### config.mk
export PLATFORM = sky130hd
export DESIGN_NAME = regfile_write_arbiter
export DESIGN_NICKNAME = d
export VERILOG_FILES = /design/src/rtl/regfile_write_arbiter_pkg.sv /design/src/rtl/regfile_write_arbiter_rr_arbiter2.sv /design/src/rtl/regfile_write_arbiter.sv
export SDC_FILE = /design/constraint.sdc
export NUM_CORES = 1
export LEC_CHECK = 0
export BUFFER_PORTS_ARGS = -buffer_cell sky130_fd_sc_hd__buf_4
export CAP_MARGIN = 20
export CORE_MARGIN = 2
export CORE_UTILIZATION = 47
export DETAILED_ROUTE_END_ITERATION = 8
export GPL_ROUTABILITY_DRIVEN = 0
export GPL_TIMING_DRIVEN = 1
export HOLD_SLACK_MARGIN = 0.15
export PLACE_DENSITY_LB_ADDON = 0.12
export SYNTH_ARGS = -nofsm -noshare
export SYNTH_HDL_FRONTEND = slang
export SYNTH_SLANG_ARGS = --single-unit
### constraint.sdc
create_clock -name clk -period 3.1 [get_ports clk]
set_input_delay 0.155 -clock clk [delete_from_list [all_inputs] [get_ports clk]]
set_output_delay 0.155 -clock clk [all_outputs]
set_load 0.02 [all_outputs]
### src/rtl/regfile_write_arbiter_pkg.sv
// Shared definitions for the register-bank write port: FSM encoding,
// requester identifiers and default bank geometry.
package regfile_write_arbiter_pkg;

    // Write-port sequencer states
    typedef enum logic {
        ST_CLEAR = 1'b0,
        ST_RUN   = 1'b1
    } state_t;

    // Requester identifiers, also the encoding of last_grant
    localparam logic REQ_A = 1'b0;
    localparam logic REQ_B = 1'b1;

    // Default bank geometry
    localparam int DEF_DATA_W = 16;
    localparam int DEF_ADDR_W = 3;

endpackage

### src/rtl/regfile_write_arbiter_rr_arbiter2.sv
// Two-way round-robin grant logic. It is purely combinational, so it can be
// reused on any shared port that keeps its own record of the last winner.
module rr_arbiter2
    import regfile_write_arbiter_pkg::*;
(
    input  logic en,          // arbitration allowed this cycle
    input  logic req_a,
    input  logic req_b,
    input  logic last_grant,  // REQ_A or REQ_B, winner of the previous grant
    output logic grant_a,
    output logic grant_b
);

    // A contested cycle goes to whichever side did not win last time
    always_comb begin
        grant_a = 1'b0;
        grant_b = 1'b0;
        if (en) begin
            if (req_a && req_b) begin
                if (last_grant == REQ_B) begin
                    grant_a = 1'b1;
                end else begin
                    grant_b = 1'b1;
                end
            end else begin
                grant_a = req_a;
                grant_b = req_b;
            end
        end
    end

endmodule

### src/rtl/regfile_write_arbiter.sv
// Shares the register bank's single write port between the ALU writeback (A)
// and the load unit (B). A one-cycle bank clear runs after reset or on
// request; otherwise writes are arbitrated round-robin and presented to the
// bank as a registered one-hot enable plus data.
module regfile_write_arbiter
    import regfile_write_arbiter_pkg::*;
#(
    parameter int NREGS   = 8,
    parameter int ADDR_W  = DEF_ADDR_W,
    parameter int DATA_W  = DEF_DATA_W,
    parameter bit R0_ZERO = 1'b1
) (
    input  logic              clk,
    input  logic              reset,
    input  logic              clear_req,
    input  logic              a_valid,
    input  logic [ADDR_W-1:0] a_addr,
    input  logic [DATA_W-1:0] a_data,
    output logic              a_ready,
    input  logic              b_valid,
    input  logic [ADDR_W-1:0] b_addr,
    input  logic [DATA_W-1:0] b_data,
    output logic              b_ready,
    output logic [NREGS-1:0]  rf_en,
    output logic              rf_clr,
    output logic [DATA_W-1:0] rf_d,
    output logic              busy,
    output logic              last_grant
);

    state_t            state_reg, state_next;
    logic              last_grant_reg, last_grant_next;
    logic [NREGS-1:0]  rf_en_reg, rf_en_next;
    logic              rf_clr_reg, rf_clr_next;
    logic [DATA_W-1:0] rf_d_reg, rf_d_next;
    logic              busy_reg, busy_next;

    logic              arb_en;
    logic              grant_a, grant_b;
    logic [ADDR_W-1:0] wr_addr;
    logic [DATA_W-1:0] wr_data;
    logic [NREGS-1:0]  wr_dec;

    // A pending clear request pre-empts any write in the same cycle
    assign arb_en = (state_reg == ST_RUN) && !clear_req;

    rr_arbiter2 u_arb (
        .en         (arb_en),
        .req_a      (a_valid),
        .req_b      (b_valid),
        .last_grant (last_grant_reg),
        .grant_a    (grant_a),
        .grant_b    (grant_b)
    );

    assign a_ready = grant_a;
    assign b_ready = grant_b;

    assign wr_addr = grant_b ? b_addr : a_addr;
    assign wr_data = grant_b ? b_data : a_data;

    // Address to one-hot enable; register 0 is hard-wired when R0_ZERO is set,
    // so its handshake completes but the bank never sees an enable
    genvar gi;
    generate
        for (gi = 0; gi < NREGS; gi++) begin : g_dec
            if (R0_ZERO && (gi == 0)) begin : g_r0
                assign wr_dec[gi] = 1'b0;
            end else begin : g_reg
                assign wr_dec[gi] = (wr_addr == ADDR_W'(gi));
            end
        end
    endgenerate

    // Next-state and next-output logic for the clear/run sequencer
    always_comb begin
        state_next      = state_reg;
        last_grant_next = last_grant_reg;
        rf_en_next      = '0;
        rf_clr_next     = 1'b0;
        rf_d_next       = rf_d_reg;
        busy_next       = 1'b0;
        case (state_reg)
            ST_CLEAR: begin
                state_next  = ST_RUN;
                rf_en_next  = '1;
                rf_clr_next = 1'b1;
                rf_d_next   = '0;
                busy_next   = 1'b1;
            end
            ST_RUN: begin
                if (clear_req) begin
                    state_next = ST_CLEAR;
                    busy_next  = 1'b1;
                end else if (grant_a || grant_b) begin
                    last_grant_next = grant_b ? REQ_B : REQ_A;
                    rf_en_next      = wr_dec;
                    rf_d_next       = wr_data;
                end
            end
            default: begin
                state_next = ST_CLEAR;
                busy_next  = 1'b1;
            end
        endcase
    end

    // State and registered bank-side outputs
    always_ff @(posedge clk or posedge reset) begin
        if (reset) begin
            state_reg      <= ST_CLEAR;
            last_grant_reg <= REQ_B;
            rf_en_reg      <= '0;
            rf_clr_reg     <= 1'b0;
            rf_d_reg       <= '0;
            busy_reg       <= 1'b1;
        end else begin
            state_reg      <= state_next;
            last_grant_reg <= last_grant_next;
            rf_en_reg      <= rf_en_next;
            rf_clr_reg     <= rf_clr_next;
            rf_d_reg       <= rf_d_next;
            busy_reg       <= busy_next;
        end
    end

    assign rf_en      = rf_en_reg;
    assign rf_clr     = rf_clr_reg;
    assign rf_d       = rf_d_reg;
    assign busy       = busy_reg;
    assign last_grant = last_grant_reg;

endmodule

Word level (Yosys, flattened, before mapping)
Cells that the tools add are included.
Operators by class
  reductions and logical operators: 6
  bitwise logic cells: 2
  eq/ne operators: 9
  mux-type cells: 20
Operators with widths (count)
  2-to-1 mux 16 bit: 3
  case mux 16 bit (2 select lines): 1
  2-to-1 mux 8 bit: 2
  case mux 8 bit (2 select lines): 1
  equality test 3 bit, second input constant: 4
  2-to-1 mux 1 bit: 10
  equality test 3 x 2 -> 1 bit, second input constant: 2
  case mux 1 bit (2 select lines): 2
  equality test 3 x 1 -> 1 bit, second input constant: 1
  2-to-1 mux 3 bit: 1
  AND reduction 3 bit: 1
  logical AND 1 bit: 2
  inequality test 2 x 1 -> 1 bit, second input constant: 1
  inequality test 2 bit, second input constant: 1
  NOT 1 bit: 2
  AND reduction 2 bit: 1
  zero test 1 bit: 1
  logical OR 1 bit: 1
Storage, ports and cells
  flip-flop bits (word level): 28

Logic depth before layout (Yosys ltp)
  depth after elaboration: 8
  mapped depth: 7

Cells and area by module
From an unflattened synthesis, not the netlist that was laid out.
Unflattened totals
  cells, all modules: 105
  area, all modules: 1246.2 um^2
Modules (own cells, without submodules)
  regfile_write_arbiter: cells each 100, times used 1, area an instance 1224.9 um^2
  rr_arbiter2: cells each 5, times used 1, area an instance 21.3 um^2

Least setup slack after synthesis
Ideal clock, no wire load.
  kind: register -> register
  start point: register last_grant_reg, in the netlist last_grant
  end point: register rf_d_reg[10], in the netlist rf_d[10]
  path slack: 1.598 ns
  data required time: 3.036 ns
  clock period less this slack: 1.502 ns
  arrival time: 1.438 ns
  stages on the path, launching flop included: 7
  cells stage by stage: dfstp_2 nand2b_1 nand3b_1 buf_4 nor2_1 buf_2 a21o_1
On the way
  elaborated cells on any way between the ends: 13
RTL lines
  start: declaration: RTL line regfile_write_arbiter.sv:32  | logic last_grant_reg, last_grant_next;
  start signal: assignment: RTL line regfile_write_arbiter.sv:119  | last_grant_reg <= last_grant_next;
  2-to-1 mux 1 bit: RTL line regfile_write_arbiter_rr_arbiter2.sv:20  | if (last_grant == REQ_B) begin
  2-to-1 mux 1 bit: RTL line regfile_write_arbiter_rr_arbiter2.sv:19  | if (req_a && req_b) begin
  2-to-1 mux 1 bit: RTL line regfile_write_arbiter_rr_arbiter2.sv:18  | if (en) begin
  net a_ready: RTL line regfile_write_arbiter.sv:19  | output logic a_ready,
  logical OR 1 bit: RTL line regfile_write_arbiter.sv:95  | end else if (grant_a || grant_b) begin
  inequality test 2 x 1 -> 1 bit (no line)
  AND reduction 2 bit (no line)
  end signal: assignment: RTL line regfile_write_arbiter.sv:122  | rf_d_reg <= rf_d_next;
  end: declaration: RTL line regfile_write_arbiter.sv:35  | logic [DATA_W-1:0] rf_d_reg, rf_d_next;
The timed path passes the listed nets, and every way through them passes these cells. The select of a mux whose other input is x is not followed.
A chain may end at the register's enable or synchronous reset.

Worst setup path after layout
  start point: register last_grant_reg, in the netlist last_grant
  end point: register rf_d_reg[3], in the netlist rf_d[3]
On the way
  longest elaborated chain between the ends: 7
  elaborated cells on any way between the ends: 13
RTL lines
  2-to-1 mux 1 bit: RTL line regfile_write_arbiter_rr_arbiter2.sv:20
  2-to-1 mux 1 bit: RTL line regfile_write_arbiter_rr_arbiter2.sv:19
  2-to-1 mux 1 bit: RTL line regfile_write_arbiter_rr_arbiter2.sv:18
  2-to-1 mux 16 bit: RTL line regfile_write_arbiter.sv:60  | assign wr_data = grant_b ? b_data : a_data;
  2-to-1 mux 16 bit: RTL line regfile_write_arbiter.sv:95
  2-to-1 mux 16 bit: RTL line regfile_write_arbiter.sv:92  | if (clear_req) begin
  case mux 16 bit (2 select lines): RTL line regfile_write_arbiter.sv:83  | case (state_reg)
Several ways; a longest one is shown, not always the timed one. The select of a mux whose other input is x is not followed.

==> metrics.txt <==
total CTS buffers=3; pwr/cell area=407 nW/um2; Seq/Total Area, Yosys=52.9%; vias after detailed routing=1340; final hold violation count=0; Crit Path Class=reg -> reg; dpl cells=209; CTS tree=built; gr ovfl total=0; Vias/cell=5.32; drt total wl=3930 um; worst skew pair latency=0.32 ns; syn_nets=160; sw power=0.278 mW; GRT Total Usage=25.2%; Leak=1.23 nW; Max Buffers Root-to-Sink=2; area leader, netlist=dfrtp_1; top cells by count, synth=dfrtp_1 (25), a22o_1 (13), a21o_1 (11); sequential share of power=46.5%; crit path DAT=2.90 ns; Cell Area, Synth=1280 um2; vias in the first global route=1333; Primary FF master, synth=dfrtp_1; I/O Buffers=71; antenna viol nets, final=0; clock power share=16.5%; initial DRC count=43; worst hold path type=in -> reg; syn avg cell area=11.0 um2; initial antenna violation count=0; Yosys cell types=30; share of cells above drive strength 1=36.9%; crit end category=flop; starting density of the core=50.8%; hpwl dp=2210 um; root buffer cell=clkbuf_4; clock skew=0.00962 ns; first-pass GRT wire length=6240 um; # clock sinks=27; Core Box Area=2520 um2; # DRC=0; row count=18; fin cells=252; ranking of synthesized cells by area=dfrtp_1 (49%), a22o_1 (8.9%), a21o_1 (6.4%); Post-synth ARST share=100%; Largest register FFs=16; antenna cell count=0; H-tree depth=1; count of final setup violators=0; area grow syn2layout=73.5%; largest net degree at the start of global routing=28; setup_tns=0 ns; # fillers=126; Tmin final=2.64 ns; die width=56.2 um; worst-path fanout max=11; Register Area=678 um2; # hold bufs at CTS=37; crit start category=flop; Critical Path RT=3.36 ns; synthesis-stage register bit count=27; Slew HR=49.8%; die height=56.2 um; Multi-input gate area=519 um2; Synth warnings=0; DR WL/cell=15.6 um; Peak Freq=379 MHz; Setup Fix Bufs, Post-CTS=0; drt first pass iters=4; cell-internal power=0.628 mW; die area=3160 um2; RSZ-0062 raised after global routing=no; I/O pins=72; top-count cell post-synth=dfrtp_1; cell count after synthesis=117; final layout net count=266; cells resized by post-CTS repair=0; status=completed; post-synth top area share=48.8%; CTS clk-pin slew, worst paths=0.14 ns; Post-synth EDFFs=0; max-slew violations=0; period utilization=85.2%; Max Cap Violations=0; VDD IR max=0.512 mV; switch share=30.7%; Slew @ Worst Pin=0.751 ns; combinational group share of total power=37.1%
==> cell usage in the layout, fill, tap and decap left out, drive strengths merged, types with 2 or more instances in the layout <==
cell         count
inv              6
dfstp            2
a22o            13
dlygate4sd3     38
nand2            9
mux2i            6
nor2             4
o21ai            9
nand2b           2
clkbuf           4
a21o            11
a21oi            8
dfrtp           25
buf             72
==> power groups by stage <==
stage                     clock network [mW]  logic, mW  registers [mW]
after global routing                   0.173      0.356           0.425
after global placement                     0      0.260           0.423
final                                  0.149      0.336           0.421
after CTS                              0.152      0.322           0.418
after detailed placement                   0      0.264           0.424
after floorplan                            0     0.0987           0.469
==> kinds of logic (layout without fill, tap and decap cells) <==
| group | Yosys count | in the layout | share of synthesized area (%) |
|---|---|---|---|
| multiplexers | 6 | 6 | 4.68 |
| buffers and inverters | 15 | 120 | 6.63 |
| AND/OR/NAND/NOR | 22 | 22 | 9.46 |
| flip-flops | 27 | 27 | 52.9 |
| AO/OA/AOI/OAI | 47 | 47 | 26.3 |
==> routing by layer <==
layer | up-vias | share of wire (%) | global-route usage (%)
li1 | 631 | - | -
met1 | 649 | 40 | 30.8
met2 | 54 | 53 | 44.4
met3 | 6 | 5.7 | 6.74
met4 | 0 | 1.4 | 5.10
met5 | - | 0 | 0
==> layout make-up <==
cell class	instances	share of cell area, %
Timing Repair Buffer	110	42.3
Sequential cell	27	30.5
Multi-Input combinational cell	75	23.3
Tap cell	30	1.69
Clock buffer	4	1.18
Inverter	6	1.01
==> critical path, stage by stage (launching register included) <==
cell and delay (ns):
dfstp_2 0.58, nand2b_1 0.13, nand3b_1 0.37, nor2_1 0.73
a21o_1 0.22, dlygate4sd3_1 0.55
==> metrics by stage <==
| step | util, % | hold slack, ns | power (mW) | instance area, um2 | worst slack, ns |
|---|---|---|---|---|---|
| after detailed placement | 71.0 | 0.360 | 0.689 | 1790 | 1.00 |
| after global placement | 71.0 | 0.355 | 0.683 | 1790 | 1.02 |
| after CTS | 86.7 | 0.153 | 0.892 | 2190 | 0.579 |
| after floorplan | - | 0.206 | 0.568 | 1280 | 1.60 |
| after global routing | 88.2 | 0.155 | 0.954 | 2220 | 0.345 |
| final | 88.2 | 0.166 | 0.906 | 2220 | 0.460 |
==> worst paths after layout <==
kind | from | end | slack [ns] | depth (start not counted)
max | last_grant$_DFFE_PP1P_ | rf_d[3]$_DFFE_PP0P_ | 0.46 | 5
min | b_addr[0] | rf_en[4]$_DFF_PP0_ | 0.17 | 3
max reg2reg | last_grant$_DFFE_PP1P_ | rf_d[3]$_DFFE_PP0P_ | 0.46 | 5
min reg2reg | last_grant$_DFFE_PP1P_ | last_grant$_DFFE_PP1P_ | 0.49 | 2
max in group asynchronous | reset | last_grant$_DFFE_PP1P_ | 2.39 | 4
min in group asynchronous | reset | rf_d[9]$_DFFE_PP0P_ | 0.28 | 3
No activity file was read; power rests on OpenSTA's default activity.
